$ cat src/rtl/safebox_pkg.sv
// Shared state encoding, keypad codes and key classification for the safe-box lock controller.
package safebox_pkg;

   typedef enum logic [2:0] {
      ST_IDLE,
      ST_CHECK,
      ST_UNLOCKED,
      ST_SETPW,
      ST_ALARM
   } state_t;

   localparam logic [3:0] KEY_ENTER = 4'hA;
   localparam logic [3:0] KEY_CLR   = 4'hB;
   localparam logic [3:0] KEY_SET   = 4'hC;
   localparam logic [3:0] KEY_LOCK  = 4'hD;

   function automatic logic is_digit(input logic [3:0] k);
      return (k <= 4'd9);
   endfunction

endpackage

$ cat src/rtl/safebox_lock_ctrl_timer.sv
// Loadable down-counter that saturates at zero; load value appears one cycle after load.
// No backpressure: load wins over decrement, and the count simply holds once at zero.
module lock_timer #(
   parameter int TMR_W = 26
) (
   input  logic             clk,
   input  logic             rst_n,
   input  logic             load,
   input  logic [TMR_W-1:0] load_val,
   output logic [TMR_W-1:0] count,
   output logic             zero
);

   logic [TMR_W-1:0] cnt_q, cnt_d;

   always_comb begin
      cnt_d = cnt_q;
      if (load)
         cnt_d = load_val;
      else if (cnt_q != '0)
         cnt_d = cnt_q - TMR_W'(1);
   end

   always_ff @(posedge clk or negedge rst_n) begin
      if (!rst_n)
         cnt_q <= '0;
      else
         cnt_q <= cnt_d;
   end

   assign count = cnt_q;
   assign zero  = (cnt_q == '0);

endmodule

$ cat src/rtl/safebox_lock_ctrl.sv
// Keypad lock FSM: 4-digit entry, code compare, unlock window, code change, failure alarm.
// Outputs registered; unlock rises 2 cycles after ENTER; keys are single-cycle strobes, no backpressure.
module safebox_lock_ctrl
   import safebox_pkg::*;
#(
   parameter logic [15:0] DEFAULT_PW    = 16'h1234,
   parameter int          MAX_FAIL      = 3,
   parameter int          UNLOCK_CYCLES = 8_000_000,
   parameter int          ALARM_CYCLES  = 48_000_000,
   parameter int          TMR_W         = 26
) (
   input  logic       clk,
   input  logic       rst_n,
   input  logic       key_vld,
   input  logic [3:0] key_code,
   input  logic       admin_clr,
   output logic       unlock,
   output logic       alarm,
   output logic [1:0] fail_cnt,
   output logic [2:0] digit_cnt,
   output logic       busy_set
);

   state_t           state_q;
   logic [15:0]      pw_q;
   logic [15:0]      entry_q;
   logic [2:0]       digit_cnt_q;
   logic [1:0]       fail_cnt_q;
   logic             unlock_q, alarm_q, busy_set_q;

   logic             tmr_load, tmr_zero;
   logic [TMR_W-1:0] tmr_val;
   logic [TMR_W-1:0] tmr_cnt_unused;

   logic             key_ok, pw_match, entry_full;
   logic [1:0]       fail_inc;

   // admin_clr shadows any key strobe arriving in the same cycle
   assign key_ok     = key_vld & ~admin_clr;
   assign entry_full = (digit_cnt_q == 3'd4);
   assign pw_match   = entry_full && (entry_q == pw_q);
   assign fail_inc   = fail_cnt_q + 2'd1;

   always_comb begin
      tmr_load = 1'b0;
      tmr_val  = '0;
      case (state_q)
         ST_CHECK: begin
            if (pw_match) begin
               tmr_load = 1'b1;
               tmr_val  = TMR_W'(UNLOCK_CYCLES - 1);
            end else if (fail_inc == 2'(MAX_FAIL)) begin
               tmr_load = 1'b1;
               tmr_val  = TMR_W'(ALARM_CYCLES - 1);
            end
         end
         ST_SETPW: begin
            if (!tmr_zero && key_ok && key_code == KEY_ENTER && entry_full) begin
               tmr_load = 1'b1;
               tmr_val  = TMR_W'(UNLOCK_CYCLES - 1);
            end
         end
         default: ;
      endcase
   end

   lock_timer #(.TMR_W(TMR_W)) u_timer (
      .clk      (clk),
      .rst_n    (rst_n),
      .load     (tmr_load),
      .load_val (tmr_val),
      .count    (tmr_cnt_unused),
      .zero     (tmr_zero)
   );

   always_ff @(posedge clk or negedge rst_n) begin
      if (!rst_n) begin
         state_q     <= ST_IDLE;
         pw_q        <= DEFAULT_PW;
         entry_q     <= '0;
         digit_cnt_q <= '0;
         fail_cnt_q  <= '0;
         unlock_q    <= 1'b0;
         alarm_q     <= 1'b0;
         busy_set_q  <= 1'b0;
      end else begin
         case (state_q)
            ST_IDLE: begin
               if (admin_clr)
                  fail_cnt_q <= '0;
               if (key_ok) begin
                  if (is_digit(key_code)) begin
                     if (!entry_full) begin
                        entry_q     <= {entry_q[11:0], key_code};
                        digit_cnt_q <= digit_cnt_q + 3'd1;
                     end
                  end else if (key_code == KEY_CLR) begin
                     entry_q     <= '0;
                     digit_cnt_q <= '0;
                  end else if (key_code == KEY_ENTER) begin
                     state_q <= ST_CHECK;
                  end
               end
            end
            ST_CHECK: begin
               entry_q     <= '0;
               digit_cnt_q <= '0;
               if (pw_match) begin
                  state_q    <= ST_UNLOCKED;
                  fail_cnt_q <= '0;
                  unlock_q   <= 1'b1;
               end else if (fail_inc == 2'(MAX_FAIL)) begin
                  state_q    <= ST_ALARM;
                  fail_cnt_q <= fail_inc;
                  alarm_q    <= 1'b1;
               end else begin
                  state_q    <= ST_IDLE;
                  fail_cnt_q <= fail_inc;
               end
            end
            ST_UNLOCKED: begin
               if (admin_clr)
                  fail_cnt_q <= '0;
               if (tmr_zero || (key_ok && key_code == KEY_LOCK)) begin
                  state_q  <= ST_IDLE;
                  unlock_q <= 1'b0;
               end else if (key_ok && key_code == KEY_SET) begin
                  state_q    <= ST_SETPW;
                  busy_set_q <= 1'b1;
               end
            end
            ST_SETPW: begin
               if (admin_clr)
                  fail_cnt_q <= '0;
               if (tmr_zero || (key_ok && key_code == KEY_LOCK)) begin
                  state_q     <= ST_IDLE;
                  unlock_q    <= 1'b0;
                  busy_set_q  <= 1'b0;
                  entry_q     <= '0;
                  digit_cnt_q <= '0;
               end else if (key_ok) begin
                  if (is_digit(key_code)) begin
                     if (!entry_full) begin
                        entry_q     <= {entry_q[11:0], key_code};
                        digit_cnt_q <= digit_cnt_q + 3'd1;
                     end
                  end else if (key_code == KEY_CLR) begin
                     entry_q     <= '0;
                     digit_cnt_q <= '0;
                  end else if (key_code == KEY_ENTER && entry_full) begin
                     pw_q        <= entry_q;
                     state_q     <= ST_UNLOCKED;
                     busy_set_q  <= 1'b0;
                     entry_q     <= '0;
                     digit_cnt_q <= '0;
                  end
               end
            end
            ST_ALARM: begin
               if (admin_clr || tmr_zero) begin
                  state_q    <= ST_IDLE;
                  fail_cnt_q <= '0;
                  alarm_q    <= 1'b0;
               end
            end
            default: state_q <= ST_IDLE;
         endcase
      end
   end

   assign unlock    = unlock_q;
   assign alarm     = alarm_q;
   assign fail_cnt  = fail_cnt_q;
   assign digit_cnt = digit_cnt_q;
   assign busy_set  = busy_set_q;

endmodule

$ cat config.mk
export PLATFORM = sky130hd
export DESIGN_NAME = safebox_lock_ctrl
export DESIGN_NICKNAME = d
export VERILOG_FILES = /design/src/rtl/safebox_pkg.sv /design/src/rtl/safebox_lock_ctrl_timer.sv /design/src/rtl/safebox_lock_ctrl.sv
export SDC_FILE = /design/constraint.sdc
export NUM_CORES = 1
export LEC_CHECK = 0
export BUFFER_PORTS_ARGS = -buffer_cell sky130_fd_sc_hd__buf_2
export CAP_MARGIN = 30
export CORE_MARGIN = 8
export CORE_UTILIZATION = 50
export CTS_CLUSTER_SIZE = 40
export DETAILED_ROUTE_END_ITERATION = 8
export PLACE_DENSITY = 0.82
export REMOVE_ABC_BUFFERS = 1
export SYNTH_ARGS = -nofsm -noshare
export SYNTH_HDL_FRONTEND = slang
export SYNTH_SLANG_ARGS = --single-unit
$ cat constraint.sdc
create_clock -name clk -period 2.7 [get_ports clk]
set_input_delay 0.135 -clock clk [delete_from_list [all_inputs] [get_ports clk]]
set_output_delay 0.135 -clock clk [all_outputs]
set_load 0.01 [all_outputs]
==> results of run 1 <==
==> synth_stat cells, types with 2 or more instances <==
cell / number / share of area [%]
xnor2_1: 9 / 2.3
a22o_1: 16 / 4.0
or3_1: 6 / 1.1
clkbuf_1: 5 / 0.54
o22ai_1: 2 / 0.36
nand2_1: 30 / 3.2
ha_1: 4 / 1.4
inv_1: 8 / 0.86
dfstp_2: 5 / 3.8
a21o_1: 2 / 0.43
buf_2: 4 / 0.58
nand4_1: 4 / 0.72
nor2_1: 24 / 2.6
mux2_2: 17 / 5.5
nand3_1: 12 / 1.7
dfrtp_1: 64 / 46
a31oi_1: 3 / 0.54
nor4_1: 11 / 2.0
and2_1: 4 / 0.72
xor2_1: 29 / 7.3
o211ai_1: 2 / 0.43
nor3b_1: 2 / 0.43
and3_1: 2 / 0.36
buf_6: 3 / 0.97
a21oi_1: 15 / 2.2
nand2b_1: 4 / 0.72
nor3_1: 10 / 1.4
or4_1: 3 / 0.65
nor2b_1: 4 / 0.72
o21ai_0: 8 / 1.2
a211oi_1: 2 / 0.43
==> layer usage <==
metal	track usage (%)	vias up	share of wire, %
met2	25.3	72	49
li1	-	1280	-
met3	4.96	19	6.1
met1	20.7	1362	43
met5	0	-	0
met4	5.82	0	1.9
==> through the flow <==
stage	util [%]	TNS [ps]	worst slack (ps)	hold WS [ps]	cell area (um^2)
2_1_floorplan	-	-18340	-677	-161	3400
3_3_place_gp	55.7	-281	-28.2	381	3760
3_5_place_dp	55.7	-487	-43.2	384	3760
4_1_cts	59.4	0	8.10	32.0	4010
5_1_grt	60.3	-300	-34.9	34.7	4070
6_report	60.3	0	15.0	48.7	4070
==> flip-flops by register name (all words and copies together) (netlist names) <==
register / flops
alarm: 1
pw_q: 16
digit_cnt: 3
fail_cnt: 2
unlock: 1
state_q: 3
entry_q: 16
u_timer.count: 26
busy_set: 1
==> kinds of logic (layout without fill, tap and decap cells) <==
logic type | Yosys count | in the layout | synth area share (%)
compound gates | 61 | 61 | 12.5
mux | 18 | 18 | 5.79
simple gates | 121 | 121 | 17.7
fa+ha+maj | 4 | 4 | 1.44
buf+inv | 22 | 69 | 3.27
flops | 69 | 69 | 49.8
xor+xnor | 38 | 38 | 9.56
==> cell type report <==
cell class,instances,area (um^2)
Fill cell,530,2680
Sequential cell,69,1730
Multi-Input combinational cell,242,1690
Timing Repair Buffer,45,320
Clock buffer,9,124
Tap cell,80,100
Clock inverter,7,75.1
Inverter,8,30.0
==> worst paths after layout <==
kind | startpoint | endpoint
setup / recovery | u_timer.count[3]$_DFFE_PN0P_ | entry_q[14]$_DFFE_PN0P_
setup reg to reg | u_timer.count[3]$_DFFE_PN0P_ | entry_q[14]$_DFFE_PN0P_
min in group asynchronous | rst_n | u_timer.count[11]$_DFFE_PN0P_
hold / removal | admin_clr | state_q[2]$_DFFE_PN0P_
hold reg to reg | fail_cnt[0]$_DFFE_PN0P_ | fail_cnt[0]$_DFFE_PN0P_
max in group asynchronous | rst_n | u_timer.count[0]$_DFFE_PN0P_
==> layout by cell type (no fill, tap or decap), types with 5 or more instances in the layout <==
master	instances
inv_1	8
dfrtp_1	64
nor4_1	11
xnor2_1	9
nand2_1	29
mux2_2	17
nor2_1	24
buf_2	16
dfstp_2	5
a22o_1	16
nand3_1	12
a21oi_1	15
o21ai_0	8
nor3_1	9
xor2_1	29
buf_4	25
clkbuf_8	9
==> worst register-to-register path: stages, from the launching register on <==
cell,delay (ps)
dfrtp_1,390
or4_4,540
or3_4,390
or3_4,350
a211oi_4,300
a21bo_4,280
buf_4,150
a22o_1,180
==> report_power, final <==
| group | switching [mW] | total [mW] | internal, mW |
|---|---|---|---|
| Combinational | 0.301 | 0.603 | 0.303 |
| Clock | 0.474 | 0.840 | 0.366 |
| Sequential | 0.164 | 1.35 | 1.19 |
==> timing repair <==
action / in CTS / in global routing
pin swaps: 2 / 1
cloned: 0 / 1
endpoints found under the hold margin: 25 / 0
gates resized for setup: 7 / 8
endpoints found under the setup margin: 23 / 44
hold buffers: 1 / 0
buffers inserted: 1 / 3
==> metrics.csv, run 1 <==
metric,value,unit
layout-drive-gt1-share,25.0,%
timing.fmax,372,MHz
cp.depth,7,
grt_max_degree,70,
fin_skew,9.70,ps
grt_pass1_wl,13000,um
gp_congestion,0.873,
final_antenna_net_count,0,
min_period,2680,ps
maxSlewHeadroom,42.9,%
synth_cell_types,50,
start_kind,flop,
drc,0,
core_area,6760,um^2
cts.htree.levels,3,
clk_pin_slew,90,ps
crit_fanout,6,
worstSetupPathType,flop to flop,
drtIter0Drc,242,
cts_tree,built,
crit_required,2950,ps
ios,16,
cp.arrival,2930,ps
async_reset_ff_share,100,%
grt_antenna_before_repair,0,
drv_cap,0,
syn_avg_cell_area,10.4,um^2
reg2reg_slack,20,ps
ys_seq_area_share,49.8,%
track_usage,16.2,%
path_cells,or4_4 > or3_4 > or3_4 > a211oi_4 > a21bo_4 > buf_4 > a22o_1,
die-area,9880,um^2
max_stage_delay,540,ps
min_path_cells,2,
p_total,2.79,mW
finalSetupViolations,0,
rows,30,
place_hpwl,5050,um
reg2reg_depth,7,
critPathCaptureType,flop,
ir_drop,0.678,mV
initial_core_util,51.5,%
clock_latency,360,ps
final_cells,460,
rsz0062_at_grt,true,
ys_ff_latch,69,
period_share,99.4,%
dp_cells,438,
dr.pass1.iters,4,
status,"finished, final reports clean",
p_per_area,686,nW/um^2
vias,2733,
path_buf_inv,1,
cts_sinks,69,
timing.critical_path.mode_cell,or3_4,
insertedDiodeCount,0,
worst_path_max_delay_cell,or4_4,
syn_area,3480,um^2
grt.overflow.total,0,
ys_warn_count,0,
worst_pin_slew,856,ps
cts_buffers,9,
hold_viol,0,
viasPerCell,5.94,
portBuffers,15,
cts-root-buf,clkbuf_8,
hold_path_class,input port to flop,
wl,7690,um
syn_to_final_growth,17.1,%
finalMaxSlewViolations,0,
ys.flop_type,dfrtp_1,
fin_nets,387,
synth_cells,333,
power.leakage,1.89,nW
critical-path-top-delay-family,simple AND/OR/NAND/NOR gates,
clockBufferDepth,2,
die_width,99.4,um
grt_pass1_vias,2736,
die_h,99.4,um
synth_edf_count,0,
wl_per_cell,16.7,um
(Power assumes the default switching activity.)
==> inputs of run 2 (changes only) <==
Settings changed: BUFFER_PORTS_ARGS -buffer_cell sky130_fd_sc_hd__buf_2 to default, DONT_BUFFER_PORTS from default to 1, GPL_TIMING_DRIVEN from default to 0, PLACE_DENSITY 0.82 to 0.8.
==> metrics.csv, run 2 (synthesis results as in run 1) <==
metric,value,unit,change
finalSetupViolations,16,,+16
initial_core_util,51.5,%,unchanged
dr_wl_met3,323,um,-31%
cts_tree,built,,
fin_nets,371,,-4.1%
cts_buffers,9,,unchanged
cts.htree.levels,3,,unchanged
grt_pass1_wl,13000,um,+0.11%
die-area,9880,um^2,unchanged
power.leakage,1.85,nW,-2.0%
ios,16,,unchanged
cp.arrival,3000,ps,+70 ps
p_per_area,724,nW/um^2,+5.5%
hold_path_class,input port to flop,,
worstSetupPathType,flop to flop,,
drc,0,,unchanged
status,"finished, violations left",,
grt.overflow.total,0,,unchanged
start_kind,flop,,
violations,setup timing,,
gp_congestion,0.813,,-6.9%
crit_required,2930,ps,-20 ps
dr_wl_met2,4000,um,+5.9%
min_path_cells,2,,unchanged
period_share,103,%,+3.2 points
wl_met1,3530,um,+7.2%
vias,2648,,-3.1%
rows,30,,unchanged
layout_commonest_cell,dfrtp_1,,
viasPerCell,5.96,,+0.38%
grt_antenna_before_repair,0,,unchanged
layout-drive-gt1-share,22.3,%,-2.7 points
layout_common_cells,"dfrtp_1 (64), nand2_1 (29), xor2_1 (29)",,
insertedDiodeCount,0,,unchanged
clockBufferDepth,2,,unchanged
fin_skew,6.55,ps,-3.15 ps
fillCellCount,521,,-1.7%
clock_latency,340,ps,-20 ps
critPathCaptureType,flop,,
die_width,99.4,um,unchanged
hold_viol,0,,unchanged
min_period,2770,ps,+86.0 ps
wl,7960,um,+3.5%
cts-root-buf,clkbuf_8,,
maxSlewHeadroom,32.6,%,-10 points
place_hpwl,4640,um,-8.2%
top_layer,met4,,
largest_reg_flops,26,,unchanged
drv_cap,0,,unchanged
finalWorstSetupSlack,-71.0,ps,-86.0 ps
grt_max_degree,70,,unchanged
die_h,99.4,um,unchanged
dr.pass1.iters,4,,unchanged
track_usage,16.5,%,+0.30 points
crit_fanout,6,,unchanged
grt_pass1_vias,2619,,-4.3%
syn_to_final_growth,18.9,%,
worst_pin_slew,1000,ps,+146 ps
core_area,6760,um^2,unchanged
wl_per_cell,17.9,um,+7.2%
reg2reg_depth,6,,-1
finalMaxSlewViolations,0,,unchanged
setup_tns,-652,ps,-652 ps
reg2reg_slack,-70,ps,-90 ps
rsz0062_at_grt,true,,
drtIter0Drc,138,,-43%
cts_sinks,69,,unchanged
timing.fmax,361,MHz,-3.1%
fin_util,61.2,%,+0.93 points
clk_pin_slew,70,ps,-20 ps
final_antenna_net_count,0,,unchanged
portBuffers,0,,-15
ir_drop,0.483,mV,-29%
==> run 2: cell count changes in the layout (fill, tap and decap cells not counted), sizes merged <==
| cell | before | now |
|---|---|---|
| and3 | 2 | 3 |
| inv | 13 | 8 |
| dlygate4sd3 | 1 | 6 |
| clkbuf | 9 | 11 |
| a21bo | 1 | 3 |
| buf | 44 | 20 |
| bufinv | 0 | 3 |
==> run 2: layer usage <==
metal	GRT usage, %	up-vias
met5	0	-
met4	5.36	0
met3	5.38	14
met2	27.2	56
met1	19.8	1336
li1	-	1242
==> run 2: metrics by stage <==
stage               total power, mW  hold WS, ps  instances  setup WS (ps)  instance area [um^2]
floorplan                      1.71         -161        319           -677                  3400
global placement               1.80         -158        399          -1750                  3500
detailed placement             1.82         -158        401          -1380                  3510
CTS                            2.96         11.7        436          -82.1                  4050
global route                   3.14         5.72        444           -128                  4140
finish                         3.00         25.1        444          -71.0                  4140
==> run 2: layout make-up <==
type	count	area, um^2	area share [%]
sequential	69	1730	41.9
inverter	8	30.0	0.726
clock inverter	5	106	2.57
multi-input combinational	245	1780	43.1
timing repair buffer	26	234	5.66
clock buffer	11	151	3.66
tap	80	100	2.42
==> run 2: final timing paths <==
path,start,to
setup / recovery,u_timer.count[5]$_DFFE_PN0P_,digit_cnt[0]$_DFFE_PN0P_
hold / removal,admin_clr,alarm$_DFFE_PN0P_
setup reg to reg,u_timer.count[5]$_DFFE_PN0P_,digit_cnt[0]$_DFFE_PN0P_
hold reg to reg,pw_q[7]$_DFFE_PN0P_,pw_q[7]$_DFFE_PN0P_
max in group asynchronous,rst_n,pw_q[9]$_DFFE_PN1P_
min in group asynchronous,rst_n,u_timer.count[6]$_DFFE_PN0P_
==> run 2: where the power goes <==
part           switching (mW)  internal [mW]
combinational           0.280          0.283
sequential              0.186           1.19
clock                   0.392          0.665
total                   0.858           2.14
==> run 2: repair_timing <==
action | 4_1_cts | 5_1_grt
setup buffers | 10 | 8
hold endpoints to repair | 74 | 0
cloned | 2 | 1
hold buffers | 7 | 0
pin swaps | 6 | 10
endpoints found under the setup margin | 64 | 37
resized for setup | 22 | 6
==> run 2: worst max-delay path: stages, from the launching register on <==
cell and delay, ps:
dfrtp_1 380, or4_4 540, or3_4 380, or3_4 450
a211oi_4 340, a21bo_4 300, mux2_4 260
==> inputs of run 3 (changes only) <==
Settings changed: BUFFER_PORTS_ARGS from default to -buffer_cell sky130_fd_sc_hd__buf_2, DONT_BUFFER_PORTS 1 to default, PLACE_DENSITY 0.8 to 0.82.
==> metrics.csv, run 3 (synthesis results as in run 1) <==
metric,value,unit,change
timing.critical_path.mode_cell,or3_4,,
min_period,2760,ps,-11.3 ps
maxSlewHeadroom,41.4,%,+8.8 points
clock_latency,350,ps,about the same
clockBufferDepth,2,,unchanged
drtIter0Drc,152,,+10%
dp_slack,-1490,ps,-110 ps
top_layer,met4,,
largest_reg_flops,26,,unchanged
final_cells,460,,+3.6%
max_stage_delay,550,ps,about the same
critPathCaptureType,flop,,
p_per_area,701,nW/um^2,-3.3%
insertedDiodeCount,0,,unchanged
timing.fmax,362,MHz,+0.41%
die-area,9880,um^2,unchanged
cts_buffers,9,,unchanged
worst_pin_slew,878,ps,-124 ps
dp_cells,416,,+3.7%
grt.overflow.total,0,,unchanged
rsz0062_at_grt,true,,
cts_sinks,69,,unchanged
finalInstanceArea,4180,um^2,+1.1%
setup_tns,-428,ps,+224 ps
hold_path_class,input port to flop,,
path_cells,or4_4 > or3_4 > or3_4 > a211oi_4 > buf_6 > a21bo_4 > a22o_1,,
hold_slack,26.0,ps,+0.894 ps
fin_util,61.9,%,+0.70 points
layout-drive-gt1-share,26.1,%,+3.8 points
syn_to_final_growth,20.2,%,
rows,30,,unchanged
clk_pin_slew,80,ps,about the same
dr_wl_met3,385,um,+19%
worstSetupPathType,flop to flop,,
track_usage,16.8,%,+0.31 points
cts-root-buf,clkbuf_8,,
start_kind,flop,,
gp_congestion,0.862,,+6.0%
place_hpwl,4640,um,about the same
finalMaxSlewViolations,0,,unchanged
fin_skew,10.9,ps,+4.38 ps
wl,8090,um,+1.6%
ir_drop,0.434,mV,-10%
p_total,2.93,mW,-2.1%
finalSetupViolations,14,,-2
crit_fanout,8,,+2
cts.htree.levels,3,,unchanged
status,"finished, violations left",,
ios,16,,unchanged
grt_pass1_vias,2773,,+5.9%
portBuffers,15,,+15
dr.pass1.iters,6,,+2
hold_viol,0,,unchanged
grt_antenna_before_repair,0,,unchanged
viasPerCell,5.97,,about the same
fin_nets,387,,+4.3%
violations,setup timing,,
die_width,99.4,um,unchanged
cp.arrival,3000,ps,about the same
die_h,99.4,um,unchanged
wl_per_cell,17.6,um,-1.9%
dr_wl_met2,3970,um,-0.60%
layout_commonest_cell,dfrtp_1,,
final_antenna_net_count,0,,unchanged
power.leakage,1.91,nW,+3.2%
initial_core_util,51.5,%,unchanged
finalWorstSetupSlack,-59.7,ps,+11.3 ps
drc,0,,unchanged
core_area,6760,um^2,unchanged
layout_common_cells,"dfrtp_1 (64), nand2_1 (29), xor2_1 (29)",,
drv_cap,0,,unchanged
wl_met1,3540,um,+0.31%
grt_pass1_wl,13200,um,+1.4%
grt_max_degree,70,,unchanged
period_share,102,%,-0.42 points
crit_required,2940,ps,about the same
worst_path_max_delay_cell,or4_4,,
placedInstanceArea,3590,um^2,+2.2%
vias,2745,,+3.7%
cts_tree,built,,
[run 3: cell types whose count changed in the layout (fill, tap and decap cells not counted), moves of 2 or more]
cell,before,now
dlygate4sd3_1,6,1
nor3_1,9,7
a21bo_2,2,0
clkbuf_1,0,2
buf_4,18,22
buf_6,1,3
buf_2,0,14
nor3_2,0,2
a21bo_4,1,3
[run 3: cell type report]
type	count	area, um^2
Clock buffer	12	145
Clock inverter	4	72.6
Fill cell	525	2570
Inverter	8	30.0
Multi-Input combinational cell	246	1800
Sequential cell	69	1730
Tap cell	80	100
Timing Repair Buffer	41	299
[run 3: worst paths after layout]
kind	from	to	slack, ps	cells after the start
worst max-delay path	u_timer.count[5]$_DFFE_PN0P_	entry_q[9]$_DFFE_PN0P_	-60	7
worst min-delay path	admin_clr	state_q[2]$_DFFE_PN0P_	30	2
worst max register to register	u_timer.count[5]$_DFFE_PN0P_	entry_q[9]$_DFFE_PN0P_	-60	7
worst min register to register	busy_set$_DFFE_PN0P_	busy_set$_DFFE_PN0P_	520	2
max in group asynchronous	rst_n	u_timer.count[20]$_DFFE_PN0P_	1690	2
min in group asynchronous	rst_n	u_timer.count[4]$_DFFE_PN0P_	450	2
[run 3: power breakdown]
part | leakage [nW] | switching, mW | internal, mW
Clock | 0.107 | 0.381 | 0.544
Sequential | 0.850 | 0.168 | 1.19
Combinational | 0.951 | 0.325 | 0.323
[run 3: critical path, delay by kind of cell, from the launching register on]
family | cells | cell delay [ps]
compound gates | 3 | 740
buf+inv | 1 | 150
flops | 1 | 380
simple gates | 3 | 1370
[run 3: metal layers]
metal | up-vias | track usage, %
li1 | 1280 | -
met1 | 1376 | 20.2
met2 | 73 | 28.0
met3 | 16 | 4.26
met4 | 0 | 6.87
met5 | - | 0
[run 3: what timing repair did]
item                       in CTS  in global routing
hold endpoints to repair       64                  0
cloned                          3                  1
buffers inserted               18                  5
pin swaps                       5                  7
setup endpoints to repair      64                 31
gates resized for setup        25                  7
hold buffers                    1                  0
